## src/rtl/raster_pkg.sv

```systemverilog
// Shared constants and state encoding for the raster_scan point generator.
package raster_pkg;

    localparam int COORD_W = 11;
    localparam int PHASES  = 3;

    typedef enum logic [2:0] {
        ST_IDLE,
        ST_SETUP,
        ST_LOAD0,
        ST_LOAD1,
        ST_LOAD2,
        ST_SCAN,
        ST_DRAIN,
        ST_DONE
    } state_t;

endpackage

```

## src/rtl/minmax3.sv

```systemverilog
// Combinational unsigned minimum and maximum of three coordinates.
module minmax3
    import raster_pkg::*;
#(
    parameter int W = COORD_W
) (
    input  logic [W-1:0] a,
    input  logic [W-1:0] b,
    input  logic [W-1:0] c,
    output logic [W-1:0] lo,
    output logic [W-1:0] hi
);

    logic [W-1:0] ab_lo;
    logic [W-1:0] ab_hi;

    assign ab_lo = (a < b) ? a : b;
    assign ab_hi = (a < b) ? b : a;
    assign lo    = (c < ab_lo) ? c : ab_lo;
    assign hi    = (c > ab_hi) ? c : ab_hi;

endmodule

```

## src/rtl/raster_scan.sv

```systemverilog
// Triangle bounding-box point generator feeding the edge-sign stage.
// Optional screen clipping is enabled by defining RASTER_CLIP_EN.
module raster_scan
    import raster_pkg::*;
#(
    parameter int W        = COORD_W,
    parameter int SCREEN_W = 640,
    parameter int SCREEN_H = 480,
    parameter int DRAIN    = 4
) (
    input  logic         clk,
    input  logic         r,
    input  logic         start,
    input  logic [W-1:0] ax,
    input  logic [W-1:0] ay,
    input  logic [W-1:0] bx,
    input  logic [W-1:0] by,
    input  logic [W-1:0] cx,
    input  logic [W-1:0] cy,
    output logic [W-1:0] o1,
    output logic [W-1:0] o2,
    output logic         ore,
    output logic         orst,
    output logic         busy,
    output logic         done
);

    localparam int CW = (DRAIN > 1) ? $clog2(DRAIN) : 1;

    state_t        state;
    logic [W-1:0]  ax_r, ay_r, bx_r, by_r, cx_r, cy_r;
    logic [W-1:0]  xmin, xmax, ymin, ymax;
    logic [W-1:0]  px, py;
    logic [1:0]    phase;
    logic [CW-1:0] drain_cnt;

    logic [W-1:0]  xs_lo, xs_hi, ys_lo, ys_hi;
    logic [W-1:0]  xmax_c, ymax_c;
    logic          box_empty;

    minmax3 #(.W(W)) u_mm_x (.a(ax_r), .b(bx_r), .c(cx_r), .lo(xs_lo), .hi(xs_hi));
    minmax3 #(.W(W)) u_mm_y (.a(ay_r), .b(by_r), .c(cy_r), .lo(ys_lo), .hi(ys_hi));

`ifdef RASTER_CLIP_EN
    localparam logic [W-1:0] X_LAST = W'(SCREEN_W - 1);
    localparam logic [W-1:0] Y_LAST = W'(SCREEN_H - 1);

    assign xmax_c    = (xs_hi > X_LAST) ? X_LAST : xs_hi;
    assign ymax_c    = (ys_hi > Y_LAST) ? Y_LAST : ys_hi;
    assign box_empty = (xs_lo > X_LAST) || (ys_lo > Y_LAST);
`else
    assign xmax_c    = xs_hi;
    assign ymax_c    = ys_hi;
    assign box_empty = 1'b0;
`endif

    always_ff @(posedge clk) begin
        if (r) begin
            state     <= ST_IDLE;
            {ax_r, ay_r, bx_r, by_r, cx_r, cy_r} <= '0;
            {xmin, xmax, ymin, ymax} <= '0;
            px        <= '0;
            py        <= '0;
            phase     <= '0;
            drain_cnt <= '0;
            o1        <= '0;
            o2        <= '0;
            ore       <= 1'b0;
            orst      <= 1'b0;
            busy      <= 1'b0;
            done      <= 1'b0;
        end else begin
            // NOTE: strobes default low each cycle so only the states below raise them.
            ore  <= 1'b0;
            orst <= 1'b0;
            done <= 1'b0;
            case (state)
                ST_IDLE: begin
                    if (start) begin
                        ax_r  <= ax;
                        ay_r  <= ay;
                        bx_r  <= bx;
                        by_r  <= by;
                        cx_r  <= cx;
                        cy_r  <= cy;
                        busy  <= 1'b1;
                        orst  <= 1'b1;
                        state <= ST_SETUP;
                    end
                end
                ST_SETUP: begin
                    xmin <= xs_lo;
                    xmax <= xmax_c;
                    ymin <= ys_lo;
                    ymax <= ymax_c;
                    if (box_empty) begin
                        done  <= 1'b1;
                        state <= ST_DONE;
                    end else begin
                        o1    <= ax_r;
                        o2    <= ay_r;
                        state <= ST_LOAD0;
                    end
                end
                ST_LOAD0: begin
                    o1    <= bx_r;
                    o2    <= by_r;
                    state <= ST_LOAD1;
                end
                ST_LOAD1: begin
                    o1    <= cx_r;
                    o2    <= cy_r;
                    state <= ST_LOAD2;
                end
                ST_LOAD2: begin
                    px    <= xmin;
                    py    <= ymin;
                    o1    <= xmin;
                    o2    <= ymin;
                    phase <= '0;
                    ore   <= 1'b1;
                    state <= ST_SCAN;
                end
                ST_SCAN: begin
                    if (phase != 2'(PHASES - 1)) begin
                        phase <= phase + 2'd1;
                    end else begin
                        phase <= '0;
                        if (px == xmax && py == ymax) begin
                            drain_cnt <= '0;
                            state     <= ST_DRAIN;
                        end else begin
                            ore <= 1'b1;
                            if (px == xmax) begin
                                px <= xmin;
                                py <= py + 1'b1;
                                o1 <= xmin;
                                o2 <= py + 1'b1;
                            end else begin
                                px <= px + 1'b1;
                                o1 <= px + 1'b1;
                            end
                        end
                    end
                end
                ST_DRAIN: begin
                    if (drain_cnt == CW'(DRAIN - 1)) begin
                        done  <= 1'b1;
                        state <= ST_DONE;
                    end else begin
                        drain_cnt <= drain_cnt + 1'b1;
                    end
                end
                ST_DONE: begin
                    busy  <= 1'b0;
                    state <= ST_IDLE;
                end
                default: state <= ST_IDLE;
            endcase
        end
    end

endmodule

```

## config.mk

```make
export PLATFORM = sky130hd
export DESIGN_NAME = raster_scan
export DESIGN_NICKNAME = d
export VERILOG_FILES = /design/src/rtl/raster_pkg.sv /design/src/rtl/minmax3.sv /design/src/rtl/raster_scan.sv
export SDC_FILE = /design/constraint.sdc
export NUM_CORES = 1
export LEC_CHECK = 0
export CORE_MARGIN = 2
export CORE_UTILIZATION = 40
export CTS_CLUSTER_DIAMETER = 80
export DETAILED_ROUTE_END_ITERATION = 7
export DONT_BUFFER_PORTS = 1
export PLACE_DENSITY_LB_ADDON = 0.05
export SLEW_MARGIN = 20
export SYNTH_ARGS = -nofsm -noshare
export SYNTH_HDL_FRONTEND = slang
export SYNTH_SLANG_ARGS = --single-unit
export TNS_END_PERCENT = 1
```

## constraint.sdc

```tcl
create_clock -name clk -period 7.2 [get_ports clk]
set_input_delay 1.8 -clock clk [delete_from_list [all_inputs] [get_ports clk]]
set_output_delay 1.8 -clock clk [all_outputs]
set_load 0.1 [all_outputs]
```

==> results of run 1 <==
## cells in the final DEF (no fill, tap or decap), types with 8 or more instances in the layout
cell type                     n
sky130_fd_sc_hd__a21o_1      25
sky130_fd_sc_hd__a21oi_1    135
sky130_fd_sc_hd__a22o_1      24
sky130_fd_sc_hd__a22oi_1      8
sky130_fd_sc_hd__buf_4       14
sky130_fd_sc_hd__clkbuf_16   17
sky130_fd_sc_hd__dfxtp_1    164
sky130_fd_sc_hd__ha_1        68
sky130_fd_sc_hd__inv_1       48
sky130_fd_sc_hd__mux2i_1    100
sky130_fd_sc_hd__nand2_1    218
sky130_fd_sc_hd__nand3_1     38
sky130_fd_sc_hd__nand4_1     14
sky130_fd_sc_hd__nor2_1     116
sky130_fd_sc_hd__nor2b_1     10
sky130_fd_sc_hd__nor3_1      11
sky130_fd_sc_hd__nor3b_1     11
sky130_fd_sc_hd__o21ai_0     29
sky130_fd_sc_hd__o21ai_1      9
sky130_fd_sc_hd__or3_1       14
sky130_fd_sc_hd__xnor2_1     17
sky130_fd_sc_hd__xor2_1      22
## cell type report
type / count / area, sq um
Clock buffer: 20 / 446.7
Fill cell: 2560 / 13630
Tap cell: 324 / 405.4
Sequential cell: 165 / 3304
Timing Repair Buffer: 14 / 105.1
Inverter: 49 / 183.9
Multi-Input combinational cell: 968 / 6138
Clock inverter: 12 / 178.9
## cell families after synthesis
group | after synthesis | synth area share
AOI/OAI and AO/OA | 298 | 0.1898
xor gates and xnor gates | 39 | 0.03421
adders and majority gates | 68 | 0.08520
buffers and inverters | 134 | 0.05651
DFF | 165 | 0.3308
muxes | 102 | 0.1025
and+or+nand+nor | 461 | 0.2010
## Yosys cell counts, drive strengths merged (10+ instances only)
| cell type | number | area share |
|---|---|---|
| nand2 | 219 | 0.083 |
| dfxtp | 165 | 0.33 |
| a21oi | 135 | 0.068 |
| nor2 | 119 | 0.045 |
| mux2i | 100 | 0.10 |
| ha | 68 | 0.085 |
| clkbuf | 52 | 0.020 |
| inv | 49 | 0.018 |
| o21ai | 40 | 0.021 |
| nand3 | 39 | 0.020 |
| buf | 33 | 0.019 |
| a21o | 25 | 0.019 |
| a22o | 24 | 0.021 |
| xor2 | 22 | 0.019 |
| xnor2 | 17 | 0.015 |
| nand4 | 14 | 0.0088 |
| or3 | 14 | 0.0088 |
| nor3 | 11 | 0.0055 |
| nor3b | 11 | 0.0083 |
| nor2b | 10 | 0.0063 |
## metal layers
metal,wire length [microns],GRT usage,vias up
li1,-,-,4325
met1,17030,0.4009,4071
met2,12100,0.3197,247
met3,1876,0.03524,16
met4,324,0.05310,0
met5,0,0,-
## sequential cells by signal, summed over array words and instances, names as in the netlist, 3 cells and up
| register | flops |
|---|---|
| ymax | 11 |
| o2 | 11 |
| o1 | 11 |
| by_r | 11 |
| cx_r | 11 |
| ay_r | 11 |
| bx_r | 11 |
| cy_r | 11 |
| py | 11 |
| ax_r | 11 |
| px | 11 |
| xmin | 11 |
| xmax | 11 |
| ymin | 11 |
| state | 3 |
## per-stage QoR
step	utilization	area (sq um)	instances	hold slack, ps
2_1_floorplan	-	9986	1267	445.6
3_3_place_gp	0.4155	10130	1520	455.8
3_5_place_dp	0.4155	10130	1520	459.9
4_1_cts	0.4411	10760	1552	467.5
5_1_grt	0.4413	10760	1552	491.0
6_report	0.4413	10760	1552	471.9
## path summary, 6_finish.rpt
kind            start        to  slack, ps
max           by_r[2]   ymax[4]       2370
min reg2reg  ymax[10]  ymax[10]        470
max reg2reg   by_r[2]   ymax[4]       2370
min          ymax[10]  ymax[10]        470
## report_power, final
group          internal, mW  switching (mW)
logic                 0.292           0.455
registers             0.967           0.120
clock network         0.591           0.402
## tightest hold or removal path, cell delays in order, from the launching register on
cell and delay [ps]:
sky130_fd_sc_hd__dfxtp_1 320, sky130_fd_sc_hd__nand2_1 50, sky130_fd_sc_hd__a21oi_1 50
==> results.txt, run 1 <==
----------------------------------------------------
[Worst setup path]
  Worst path depth ... 17
  Cell type with the highest occurrence count on the critical path ... sky130_fd_sc_hd__a21o_1
  Endpoint kind of the worst setup timing path ... flip-flop
  Slowest CP cell ... sky130_fd_sc_hd__o311a_1
  Max stage delay on crit path ... 680 ps
  Crit path kind ... reg2reg
  Largest fanout on the critical path ... 17
  Arr. time, crit path ... 5150 ps
  Count of buffering cells on the critical path with inverters included ... 2
  Cell count of the worst reg-to-reg path ... 17
  Crit-path cells ... inv_1 -> ha_1 -> a21oi_1 -> o21ai_1 -> a31oi_1 -> o311a_1 -> buf_4 -> mux2i_1 -> ha_1 -> a21o_1 -> a21o_1 -> a211o_1 -> a2111oi_4 -> nor2_1 -> o31a_1 -> mux2i_1 -> a21o_1
  Data required time of the critical path ... 7520 ps
  Sort of element at the start of the critical path ... flip-flop
  Worst path top cell family by delay ... compound AO/OA/AOI/OAI gates

[STA]
  Post-route clock skew ... 17.31 ps
  Post-layout minimum cycle time ... 4828 ps
  Fmax ... ~0.21 GHz
  Part of the cycle the worst path needs ... 0.6706
  Final Hold Vio Count ... 0
  Endpoints failing setup ... 0
  Total count of max-transition violations in the final report ... 0
  Pin slew with the least headroom to its limit ... 1050 ps
  Worst setup margin ... 2372 ps
  Setup TNS Final ... 0 ps
  Worst slew margin ... 0.2989
  Setup repair after global routing missed its margin ... false

[Yosys]
  Warnings, synthesis ... 0
  Synth unique cells ... 63
  Count of state elements after synthesis ... roughly 170
  Fraction of registers with async set/reset ... 0
  Synthesized cell area ... roughly 10000 sq um
  Syn Area/Cell ... 7.881 sq um
  Primary flip-flop cell chosen by synthesis mapping ... sky130_fd_sc_hd__dfxtp_1
  Fraction of the yosys area taken by sequential cells ... 0.3308
  Number of synthesized flops with an enable pin ... 0
  Net count after synthesis ... 1404
  Post-Synthesis Cells ... 1267

[Routing]
  Via density per instance ... 5.579
  Residual antenna-violating net count after detailed routing ... 0
  First drt pass iteration count ... 5
  First DRT Iteration DRCs ... 786
  Total Routed Length ... 31.33 mm
  Drt drc ... 0
  Total via count in the routed design ... 8659
  Routed length per instance ... 20.19 microns

[Finish]
  Relative area change from synthesis to final layout ... 7.781%
  Count of antenna diodes in the layout ... 0
  Count of nets after finishing ... between 1000 and 1500
  Layout cells sized above 1 ... 0.04967

[Clock tree]
  Deepest clock path buffer count ... 2
  Later-pin clock latency in the skew report ... ~430 ps
  CTS resizes ... 0
  Clk slew on worst S/H paths ... 70 ps
  Root buffer selected by CTS ... sky130_fd_sc_hd__clkbuf_16
  H-Tree Depth ... 4
  Postcts setup bufs ... 0
  Clock tree sinks ... roughly 170
  Number of hold buffers added after CTS ... 0
  Clock tree from TritonCTS ... yes
  Number of buffers added by the clock tree synthesis step ... 17

[GRT]
  Residual overflow from global routing ... 0
  Total track usage ... 0.2419
  Vias in the first global route ... roughly 8200
  Initial antenna violation count ... 0
  Wire length of the first global-routing pass ... 49.16 mm
  Pin count of the biggest net entering global routing ... 137

[Floorplan]
  Die Outline Area ... 26240 sq um
  IO Pins ... 95
  Die Ht ... 162 microns
  Effective utilization at floorplan ... 0.4094
  Chip Width ... about 160 microns
  # rows ... 57
  Floorplan core area ... between 20000 and 25000 sq um

[Power and ir drop]
  Pwr Total ... 2.827 mW
  Peak ir drop on the vdd network ... 128.0 uV
  P per Cell Area ... 262.7 nW/um^2
  Static leakage power ... 4.401 nW

[Place]
  Post-detailed-placement half-perimeter wirelength ... 22.65 mm
  Placer's final routability congestion estimate ... 0.9187
  Pre-CTS setup slack ... roughly 2500 ps
  Quantity of I/O buffers inserted on ports ... 0

[Run]
  Max-capacitance violation count ... 0

[Worst hold path]
  Tightest Hold Check Type ... reg2reg
  Hold Crit Depth ... 2

[Status]
  Outcome ... finished, final reports clean

----------------------------------------------------
(Power assumes the default switching activity.)
==> run 2, diff against run 1 <==
==> constraint.sdc (replaced) <==
create_clock -name clk -period 4.06 [get_ports clk]
set_input_delay 1.015 -clock clk [delete_from_list [all_inputs] [get_ports clk]]
set_output_delay 1.015 -clock clk [all_outputs]
set_load 0.1 [all_outputs]
==> run 2 against run 1 <==
Effect of this change:
- clock power increased by 59%
- non-clock buffer count up 46
- largest power group unchanged
- clock skew down 3.2 ps
- highest routed layer unchanged
- sequential share of layout area is 0.91 points lower
- power rose by 75%
- final cell count rose by 3.0%
- hold slack got worse by 0.75 ps
- maximum frequency grew 26%
- first-iteration DRC count decreased by 9.3%
- sequential power is 74% higher
==> results.txt, run 2 (synthesis gave the netlist of run 1 again) <==
----------------------------------------------------
[GRT]
  Wire length of the first global-routing pass ... 49.40 mm
  Residual overflow from global routing ... 0
  Vias in the first global route ... 8264
  Pin count of the biggest net entering global routing ... 137
  Initial antenna violation count ... 0
  Total track usage ... 0.2423

[Finish]
  Leading cell type in the layout, fill and taps excluded ... sky130_fd_sc_hd__nand2_1
  Core Util, Final ... 0.4548
  Count of antenna diodes in the layout ... 0
  Commonest cells after routing, fill and taps aside ... sky130_fd_sc_hd__nand2_1, sky130_fd_sc_hd__dfxtp_1, sky130_fd_sc_hd__a21oi_1, sky130_fd_sc_hd__nor2_1, sky130_fd_sc_hd__mux2i_1
  Layout cells sized above 1 ... 0.08870
  Count of nets after finishing ... 1398
  Relative area change from synthesis to final layout ... 11.08%
  Post-route non-filler standard cell count ... approximately 1600

[Clock tree]
  Deepest clock path buffer count ... 2
  Clock tree sinks ... 165
  Root buffer selected by CTS ... sky130_fd_sc_hd__clkbuf_16
  Number of buffers added by the clock tree synthesis step ... 17
  Clk slew on worst S/H paths ... around 70 ps
  H-Tree Depth ... 4
  Clock tree from TritonCTS ... yes
  Later-pin clock latency in the skew report ... between 400 and 500 ps
  Number of hold buffers added after CTS ... 0

[Routing]
  Total Routed Length ... 31.38 mm
  First DRT Iteration DRCs ... 713
  Total via count in the routed design ... 8815
  First drt pass iteration count ... 5
  Residual antenna-violating net count after detailed routing ... 0
  Routed length per instance ... ~20 microns
  Drt drc ... 0
  Via density per instance ... roughly 5.5

[Place]
  Quantity of I/O buffers inserted on ports ... 0
  Post-detailed-placement half-perimeter wirelength ... 23.03 mm
  Pre-CTS setup slack ... 178.0 ps
  Placed Cells ... 1565
  Placer's final routability congestion estimate ... slightly below 0.9

[Worst setup path]
  Crit path kind ... reg2reg
  Sort of element at the start of the critical path ... flip-flop
  Data required time of the critical path ... 4380 ps
  Largest fanout on the critical path ... 20
  Endpoint kind of the worst setup timing path ... flip-flop
  Arr. time, crit path ... 4140 ps

[Floorplan]
  Effective utilization at floorplan ... 0.4094
  # rows ... 57
  Floorplan core area ... between 20000 and 25000 sq um
  IO Pins ... 95
  Die Ht ... 162 microns
  Die Outline Area ... 26240 sq um
  Chip Width ... 162 microns

[Run]
  Max-capacitance violation count ... 0

[STA]
  Worst slew margin ... 0.3022
  Fmax ... 0.2613 GHz
  Post-layout minimum cycle time ... 3827 ps
  Setup repair after global routing missed its margin ... true
  Final worst hold slack ... about 470 ps
  Final Hold Vio Count ... 0
  Worst setup margin ... around 230 ps
  Total count of max-transition violations in the final report ... 0
  Part of the cycle the worst path needs ... 0.9425
  Endpoints failing setup ... 0
  Pin slew with the least headroom to its limit ... between 1000 and 1500 ps
  Post-route clock skew ... 14.06 ps

[Power and ir drop]
  Static leakage power ... 4.621 nW
  Peak ir drop on the vdd network ... roughly 250 uV
  Pwr Total ... 4.953 mW
  P per Cell Area ... 446.6 nW/um^2

[Status]
  Outcome ... finished, final reports clean

[Worst hold path]
  Tightest Hold Check Type ... reg2reg

----------------------------------------------------
## run 2: changes by cell type in the layout (fill, tap and decap cells not counted), moves of 2 or more
cell,delta
sky130_fd_sc_hd__clkbuf_1,-2
sky130_fd_sc_hd__buf_4,+43
sky130_fd_sc_hd__inv_6,+6
sky130_fd_sc_hd__bufinv_16,-4
sky130_fd_sc_hd__buf_12,+3
## run 2: routing by layer
layer  vias to the layer above  wire length [microns]  GRT usage  part of all wire
met5                         -                      0          0                 0
met4                         0                    204    0.04304            0.0065
met2                       221                  11930     0.3176              0.38
met1                      4153                  17590     0.4054              0.56
met3                        17                   1654    0.03856             0.053
li1                       4424                      -          -                 -
## run 2: cell type report
class	count	area, sq um
clock buffers	18	439.2
clock inverters	14	115.1
fillers	2538	13300
inverters	49	183.9
multi-input cells	968	6156
flip-flops and latches	165	3304
well taps	324	405.4
repair buffers	60	488.0
## run 2: critical path, stage by stage (launching register included)
cell and delay [ps]:
sky130_fd_sc_hd__dfxtp_1 380, sky130_fd_sc_hd__inv_1 70, sky130_fd_sc_hd__ha_1 290, sky130_fd_sc_hd__a21oi_1 130
sky130_fd_sc_hd__nor2b_1 50, sky130_fd_sc_hd__o21ai_0 140, sky130_fd_sc_hd__o311a_1 180, sky130_fd_sc_hd__buf_4 150
sky130_fd_sc_hd__buf_12 170, sky130_fd_sc_hd__mux2i_1 280, sky130_fd_sc_hd__ha_1 300, sky130_fd_sc_hd__nand4_1 120
sky130_fd_sc_hd__nor2_1 60, sky130_fd_sc_hd__a211o_1 290, sky130_fd_sc_hd__a2111oi_4 370, sky130_fd_sc_hd__nor2_1 100
sky130_fd_sc_hd__o31a_1 120, sky130_fd_sc_hd__buf_4 200, sky130_fd_sc_hd__mux2i_1 230, sky130_fd_sc_hd__o21ai_1 80
## run 2: power by group
part | internal, mW | leakage [nW] | switching, mW
Sequential | 1.71 | 1.34 | 0.190
Clock | 0.817 | 0.270 | 0.767
Combinational | 0.621 | 3.01 | 0.845
Total | 3.15 | 4.62 | 1.80
## run 2: final timing paths
path	startpoint	to	slack [ps]	depth (start not counted)
worst max-delay path	by_r[8]	ymax[0]	230	19
worst min register to register	drain_cnt[1]	drain_cnt[1]	470	2
worst min-delay path	drain_cnt[1]	drain_cnt[1]	470	2
worst max register to register	by_r[8]	ymax[0]	230	19
## run 2: stage by stage
stage	TNS (ps)	area, sq um
2_1_floorplan	0	9986
3_3_place_gp	0	10510
3_5_place_dp	0	10510
4_1_cts	0	11060
5_1_grt	-567.2	11090
6_report	0	11090
## run 2: what timing repair did
action | CTS | global route
setup endpoints to repair | 0 | 39
resized for setup | 0 | 4
buffers inserted | 0 | 1
